**src/rtl/scv_cart_if.sv**
```systemverilog
// CPU cart-window bus plus backing-memory request/acknowledge port, bundled for the cart responder.
interface scv_cart_if #(
  parameter int ROM_AW = 15
);
  logic [15:0]       A;
  logic [7:0]        DB_I;
  logic [7:0]        DB_O;
  logic              DB_OE;
  logic              RDB;
  logic              WRB;
  logic              nCS;
  logic [1:0]        BANK;
  logic              MEM_REQ;
  logic [ROM_AW-1:0] MEM_ADDR;
  logic              MEM_RAM;
  logic              MEM_WE;
  logic [7:0]        MEM_DO;
  logic [7:0]        MEM_DI;
  logic              MEM_ACK;

  modport slave (
    input  A, DB_I, RDB, WRB, nCS, BANK, MEM_DI, MEM_ACK,
    output DB_O, DB_OE, MEM_REQ, MEM_ADDR, MEM_RAM, MEM_WE, MEM_DO
  );

  modport master (
    output A, DB_I, RDB, WRB, nCS, BANK, MEM_DI, MEM_ACK,
    input  DB_O, DB_OE, MEM_REQ, MEM_ADDR, MEM_RAM, MEM_WE, MEM_DO
  );
endinterface

```
**src/rtl/scv_cart.sv**
```systemverilog
// Cart-window responder: turns each CPU strobe into one backing-memory req/ack transaction.
// MEM_REQ rises 1 CLK after start, read data lands on the ACK edge; a silent memory is abandoned after TIMEOUT CLKs.
module scv_cart #(
  parameter int ROM_AW  = 15,
  parameter int RAM_EN  = 0,
  parameter int TIMEOUT = 20
) (
  input  logic      CLK,
  input  logic      RESB,
  scv_cart_if.slave bus,
  output logic      ERR
);

  localparam int CW = $clog2(TIMEOUT + 1);

  typedef enum logic [1:0] {
    S_IDLE,
    S_WAIT,
    S_HOLD
  } state_t;

  state_t            state_q,   state_d;
  logic              mem_req_q, mem_req_d;
  logic              mem_we_q,  mem_we_d;
  logic              mem_ram_q, mem_ram_d;
  logic [ROM_AW-1:0] mem_addr_q, mem_addr_d;
  logic [7:0]        mem_do_q,  mem_do_d;
  logic [7:0]        db_o_q,    db_o_d;
  logic [CW-1:0]     cnt_q,     cnt_d;
  logic              err_q,     err_d;

  logic              ram_hit;
  logic              rd_start;
  logic              wr_start;
  logic              access_end;
  logic [ROM_AW-1:0] dec_addr;

  // ROM addresses wider than the image simply wrap (mirror) through truncation.
  assign ram_hit    = (RAM_EN != 0) && (bus.A[15:13] == 3'b111);
  assign dec_addr   = ram_hit ? ROM_AW'(bus.A[12:0]) : ROM_AW'({bus.BANK, bus.A[14:0]});
  assign rd_start   = ~bus.nCS & ~bus.RDB;
  assign wr_start   = ~bus.nCS & ~bus.WRB;
  assign access_end = bus.nCS | (bus.RDB & bus.WRB);

  always_comb begin
    state_d    = state_q;
    mem_req_d  = mem_req_q;
    mem_we_d   = mem_we_q;
    mem_ram_d  = mem_ram_q;
    mem_addr_d = mem_addr_q;
    mem_do_d   = mem_do_q;
    db_o_d     = db_o_q;
    cnt_d      = cnt_q;
    err_d      = 1'b0;
    case (state_q)
      S_IDLE: begin
        if (rd_start) begin
          db_o_d     = 8'hFF;
          mem_addr_d = dec_addr;
          mem_ram_d  = ram_hit;
          mem_we_d   = 1'b0;
          mem_req_d  = 1'b1;
          cnt_d      = '0;
          state_d    = S_WAIT;
        end else if (wr_start) begin
          if (ram_hit) begin
            mem_addr_d = dec_addr;
            mem_do_d   = bus.DB_I;
            mem_we_d   = 1'b1;
            mem_ram_d  = 1'b1;
            mem_req_d  = 1'b1;
            cnt_d      = '0;
            state_d    = S_WAIT;
          end else begin
            state_d = S_HOLD;
          end
        end
      end
      S_WAIT: begin
        if (bus.MEM_ACK) begin
          mem_req_d = 1'b0;
          cnt_d     = '0;
          state_d   = S_HOLD;
          if (!mem_we_q) begin
            db_o_d = bus.MEM_DI;
          end
        end else if (cnt_q == CW'(TIMEOUT - 1)) begin
          mem_req_d = 1'b0;
          err_d     = 1'b1;
          cnt_d     = '0;
          state_d   = S_HOLD;
        end else begin
          cnt_d = cnt_q + CW'(1);
        end
      end
      S_HOLD: begin
        // Waiting for the strobe to drop is what stops a held strobe from retriggering.
        if (access_end) begin
          mem_we_d = 1'b0;
          state_d  = S_IDLE;
        end
      end
      default: begin
        state_d = S_IDLE;
      end
    endcase
  end

  always_ff @(posedge CLK or negedge RESB) begin
    if (!RESB) begin
      state_q    <= S_IDLE;
      mem_req_q  <= 1'b0;
      mem_we_q   <= 1'b0;
      mem_ram_q  <= 1'b0;
      mem_addr_q <= '0;
      mem_do_q   <= 8'h00;
      db_o_q     <= 8'hFF;
      cnt_q      <= '0;
      err_q      <= 1'b0;
    end else begin
      state_q    <= state_d;
      mem_req_q  <= mem_req_d;
      mem_we_q   <= mem_we_d;
      mem_ram_q  <= mem_ram_d;
      mem_addr_q <= mem_addr_d;
      mem_do_q   <= mem_do_d;
      db_o_q     <= db_o_d;
      cnt_q      <= cnt_d;
      err_q      <= err_d;
    end
  end

  assign bus.MEM_REQ  = mem_req_q;
  assign bus.MEM_WE   = mem_we_q;
  assign bus.MEM_RAM  = mem_ram_q;
  assign bus.MEM_ADDR = mem_addr_q;
  assign bus.MEM_DO   = mem_do_q;
  assign bus.DB_O     = db_o_q;
  assign bus.DB_OE    = ~(bus.nCS | bus.RDB);
  assign ERR          = err_q;

endmodule

```
**src/flat_wrapper.sv**
```systemverilog
// flat-port wrapper written by rule: the top's interface ports become plain ports
module scv_cart_flat 
#(
  parameter int ROM_AW  = 15,
  parameter int RAM_EN  = 0,
  parameter int TIMEOUT = 20
)
  (CLK, RESB, ERR, bus_A, bus_DB_I, bus_RDB, bus_WRB, bus_nCS, bus_BANK, bus_MEM_DI, bus_MEM_ACK, bus_DB_O, bus_DB_OE, bus_MEM_REQ, bus_MEM_ADDR, bus_MEM_RAM, bus_MEM_WE, bus_MEM_DO);
  scv_cart_if #(.ROM_AW(ROM_AW)) bus_i ();
  input  logic CLK;
  input  logic RESB;
  output logic ERR;
  input wire logic [$bits(bus_i.A)-1:0] bus_A;
  input wire logic [$bits(bus_i.DB_I)-1:0] bus_DB_I;
  input wire logic [$bits(bus_i.RDB)-1:0] bus_RDB;
  input wire logic [$bits(bus_i.WRB)-1:0] bus_WRB;
  input wire logic [$bits(bus_i.nCS)-1:0] bus_nCS;
  input wire logic [$bits(bus_i.BANK)-1:0] bus_BANK;
  input wire logic [$bits(bus_i.MEM_DI)-1:0] bus_MEM_DI;
  input wire logic [$bits(bus_i.MEM_ACK)-1:0] bus_MEM_ACK;
  output wire logic [$bits(bus_i.DB_O)-1:0] bus_DB_O;
  output wire logic [$bits(bus_i.DB_OE)-1:0] bus_DB_OE;
  output wire logic [$bits(bus_i.MEM_REQ)-1:0] bus_MEM_REQ;
  output wire logic [$bits(bus_i.MEM_ADDR)-1:0] bus_MEM_ADDR;
  output wire logic [$bits(bus_i.MEM_RAM)-1:0] bus_MEM_RAM;
  output wire logic [$bits(bus_i.MEM_WE)-1:0] bus_MEM_WE;
  output wire logic [$bits(bus_i.MEM_DO)-1:0] bus_MEM_DO;
  assign bus_i.A = bus_A;
  assign bus_i.DB_I = bus_DB_I;
  assign bus_i.RDB = bus_RDB;
  assign bus_i.WRB = bus_WRB;
  assign bus_i.nCS = bus_nCS;
  assign bus_i.BANK = bus_BANK;
  assign bus_i.MEM_DI = bus_MEM_DI;
  assign bus_i.MEM_ACK = bus_MEM_ACK;
  assign bus_DB_O = bus_i.DB_O;
  assign bus_DB_OE = bus_i.DB_OE;
  assign bus_MEM_REQ = bus_i.MEM_REQ;
  assign bus_MEM_ADDR = bus_i.MEM_ADDR;
  assign bus_MEM_RAM = bus_i.MEM_RAM;
  assign bus_MEM_WE = bus_i.MEM_WE;
  assign bus_MEM_DO = bus_i.MEM_DO;
  scv_cart #(.ROM_AW(ROM_AW), .RAM_EN(RAM_EN), .TIMEOUT(TIMEOUT)) u_core (.CLK(CLK), .RESB(RESB), .bus(bus_i), .ERR(ERR));
endmodule
```
**config.mk**
```make
export PLATFORM = sky130hd
export DESIGN_NAME = scv_cart_flat
export DESIGN_NICKNAME = d
export VERILOG_FILES = /design/src/rtl/scv_cart_if.sv /design/src/rtl/scv_cart.sv /design/src/flat_wrapper.sv
export SDC_FILE = /design/constraint.sdc
export NUM_CORES = 1
export LEC_CHECK = 0
export BUFFER_PORTS_ARGS = -buffer_cell sky130_fd_sc_hd__buf_2
export CELL_PAD_IN_SITES_DETAIL_PLACEMENT = 0
export CELL_PAD_IN_SITES_GLOBAL_PLACEMENT = 1
export CORE_MARGIN = 3
export CORE_UTILIZATION = 34
export DETAILED_ROUTE_END_ITERATION = 8
export GPL_ROUTABILITY_DRIVEN = 0
export HOLD_SLACK_MARGIN = 0.02
export PLACE_DENSITY = 0.86
export SETUP_SLACK_MARGIN = 0.5
export SLEW_MARGIN = 20
export SYNTH_ARGS = -nofsm -noshare
export SYNTH_HDL_FRONTEND = slang
export SYNTH_SLANG_ARGS = --single-unit
```
**constraint.sdc**
```tcl
create_clock -name CLK -period 2.05 [get_ports CLK]
set_input_delay 0.205 -clock CLK [delete_from_list [all_inputs] [get_ports CLK]]
set_output_delay 0.205 -clock CLK [all_outputs]
set_load 0.02 [all_outputs]
```
==> results.sh <==
export IMPL_cts_buffers=5
export IMPL_area_sequential_sq_um=811
export IMPL_r2r_end="u_core.bus.MEM_ADDR[0]$_DFFE_PN0P_"
export IMPL_hp_class="primary input to flip-flop"
export IMPL_synth_seq_cells=32
export IMPL_wl_met1_microns=1270
export IMPL_nNetsFinal=209
export IMPL_routedWlPerCell_microns=13.0
export IMPL_drv_slew=0
export IMPL_grt_first_pass_wirelength_microns=4810
export IMPL_drt_total_wl_microns=2850
export IMPL_skew_ps=2.94
export IMPL_row_count=23
export IMPL_ys_async_sr_fraction_pct=100
export IMPL_fillCellCount=394
export IMPL_final_core_util_pct=45.7
export IMPL_min_period_over_period_pct=70.3
export IMPL_synth_top_flop_cell="dfrtp_1"
export IMPL_outcome="finished, final reports clean"
export IMPL_dr_pass1_iters=4
export IMPL_syn_instance_count=108
export IMPL_core_area_sq_um=4090
export IMPL_clock_path_buffers=2
export IMPL_cts_max_level=2
export IMPL_grtUsageTotal_pct=12.2
export IMPL_r2r_start="u_core.state_q[1]$_DFFE_PN0P_"
export IMPL_cap_violations=0
export IMPL_cp_max_fo=17
export IMPL_ios=76
export IMPL_fin_ws_ps=609
export IMPL_root_buffer="clkbuf_8"
export IMPL_vias=1026
export IMPL_seq_area_frac_synth_pct=55.2
export IMPL_yosysWarnings=0
export IMPL_rsz0062_at_grt="false"
export IMPL_start_util_pct=35.9
export IMPL_wl_met2_microns=1260
export IMPL_cts_sinks=32
export IMPL_crit_start="u_core.state_q[1]$_DFFE_PN0P_"
export IMPL_route_met3_wl_microns=257
export IMPL_drive_gt1_share_pct=53.8
export IMPL_post_dp_cell_area_sq_um=1750
export IMPL_dp_hpwl_microns=2090
export IMPL_r2r_cells=3
export IMPL_portBuffers=54
export IMPL_mappedNetlistArea_sq_um=1470
export IMPL_ant_nets=0
export IMPL_hold_violations=0
export IMPL_die_width_microns=71.7
export IMPL_dieArea_sq_um=5150
export IMPL_syn_area_per_cell_sq_um=13.6
export IMPL_setup_tns_ps=0
export IMPL_finalCriticalPeriod_ps=1440
export IMPL_cp_endpoint="u_core.bus.MEM_ADDR[0]$_DFFE_PN0P_"
export IMPL_diodes=0
export IMPL_syn2layout_area_growth_pct=27.0
export IMPL_finalSetupViolCount=0
export IMPL_drc=0
export IMPL_fmax_mhz=694
export IMPL_via_per_inst=4.68
export IMPL_cp_required_ps=2220
export IMPL_die_h_microns=71.7
export IMPL_path_clk_slew_ps=70
export IMPL_grt_start_max_net_pins=33
export IMPL_multi_input_area_sq_um=592
export IMPL_ys_types=36
export IMPL_ir_drop_mv=0.481
export IMPL_antenna_found_initial=0
export IMPL_design_area_sq_um=1870
export IMPL_rrSetupSlack_ps=610
export IMPL_top_layer_used="met4"
export IMPL_crit_type="flip-flop to flip-flop"
export IMPL_p_per_area_nw_per_um2=1130
export IMPL_cts_tree="built"
export IMPL_tightest_slew_ps=697
export IMPL_grt_pass1_vias=1019
export IMPL_cp_start_kind="flip-flop"
export IMPL_relSlewSlack_pct=53.5
export IMPL_arrival_ps=1610
export IMPL_clk_latency_ps=280
export IMPL_synth_edf_count=0
export IMPL_dp_slack_ps=514
export IMPL_overflow=0
export IMPL_drt_iter0_markers=36
export IMPL_p_leak_nw=0.885
export IMPL_end_kind="flip-flop"
-- where the power goes --
group	switching (mW)	internal [mW]
logic	0.385	0.304
clock network	0.232	0.273
registers	0.0896	0.823
total	0.707	1.40
-- flip-flops by register name, indices dropped and copies added (netlist names) --
name	flops
u_core.bus.MEM_ADDR	15
u_core.state_q	2
u_core.bus.MEM_REQ	1
u_core.cnt_q	5
u_core.bus.DB_O	8
u_core.ERR	1
-- per-layer routing --
| layer | track usage [%] | vias to the layer above |
|---|---|---|
| met4 | 6.26 | 0 |
| met5 | 0 | - |
| met1 | 15.3 | 482 |
| met3 | 5.05 | 6 |
| li1 | - | 493 |
| met2 | 18.2 | 45 |
-- area by class of cell --
class,instances,area share [%]
timing repair buffer,57,15.8
sequential,32,43.5
multi-input combinational,69,31.7
clock buffer,7,4.63
clock inverter,1,0.402
inverter,3,0.604
tap,50,3.35
-- worst min path at each step --
stage	startpoint	to	slack, ps	cells past startpoint
finish	bus_MEM_DI[6]	u_core.bus.DB_O[6]$_DFFE_PN1P_	130	2
global route	bus_MEM_DI[6]	u_core.bus.DB_O[6]$_DFFE_PN1P_	120	2
CTS	bus_MEM_DI[6]	u_core.bus.DB_O[6]$_DFFE_PN1P_	120	2
detailed placement	RESB	u_core.bus.MEM_ADDR[14]$_DFFE_PN0P_	300	1
global placement	RESB	u_core.bus.MEM_ADDR[14]$_DFFE_PN0P_	300	1
floorplan	RESB	u_core.ERR$_DFF_PN0_	-90	0
-- cell families after synthesis --
group           after synthesis  share of synthesized area (%)
compound gates               24                           12.8
xor+xnor                      1                          0.596
fa+ha+maj                     1                          0.852
buf+inv                      16                           7.75
flops                        32                           55.2
mux                          15                           13.5
other cells                   1                          0.255
simple gates                 18                           9.03
-- layout by cell type, fill, tap and decap left out, types with 2 or more instances in the layout --
master	instances
buf_2	54
dfrtp_1	24
conb_1	10
mux2_4	8
o22a_1	8
dfstp_2	8
mux2_2	7
clkbuf_8	6
nor2b_1	3
o21ai_0	3
inv_1	3
nor2_1	2
o211ai_1	2
nand3_1	2
nand2_1	2
a22o_1	2
o31ai_1	2
buf_4	2
-- worst max-delay path, cell delays in order (launching register included) --
cell and delay [ps]:
dfrtp_1 400, nor4_4 260, buf_4 300, mux2_2 370
-- through the flow --
step	instances	hold WS (ps)	total power, mW
floorplan	117	-90.6	1.39
global placement	210	295	1.60
detailed placement	210	299	1.62
CTS	219	120	2.13
global route	219	123	2.24
finish	219	131	2.11
-- Yosys cell counts, types with 2 or more instances --
library cell | count | share of area, %
a22o_1 | 2 | 1.2
buf_4 | 10 | 5.1
buf_6 | 2 | 1.5
dfrtp_1 | 24 | 41
dfstp_2 | 8 | 14
inv_1 | 3 | 0.77
mux2_2 | 7 | 5.4
mux2_4 | 8 | 8.2
nand2_1 | 2 | 0.51
nand3_1 | 2 | 0.68
nor2_1 | 2 | 0.51
nor2b_1 | 3 | 1.3
o211ai_1 | 2 | 1.0
o21ai_0 | 3 | 1.0
o22a_1 | 8 | 4.8
o31ai_1 | 2 | 1.0
-- repair_timing --
| item | CTS | global route |
|---|---|---|
| endpoints found under the hold margin | 24 | 0 |
| setup buffers | 0 | 0 |
| hold buffers | 1 | 0 |
| pin swaps | 0 | 1 |
| endpoints found under the setup margin | 3 | 4 |
| gates resized for setup | 1 | 1 |
(Power assumes the default switching activity.)
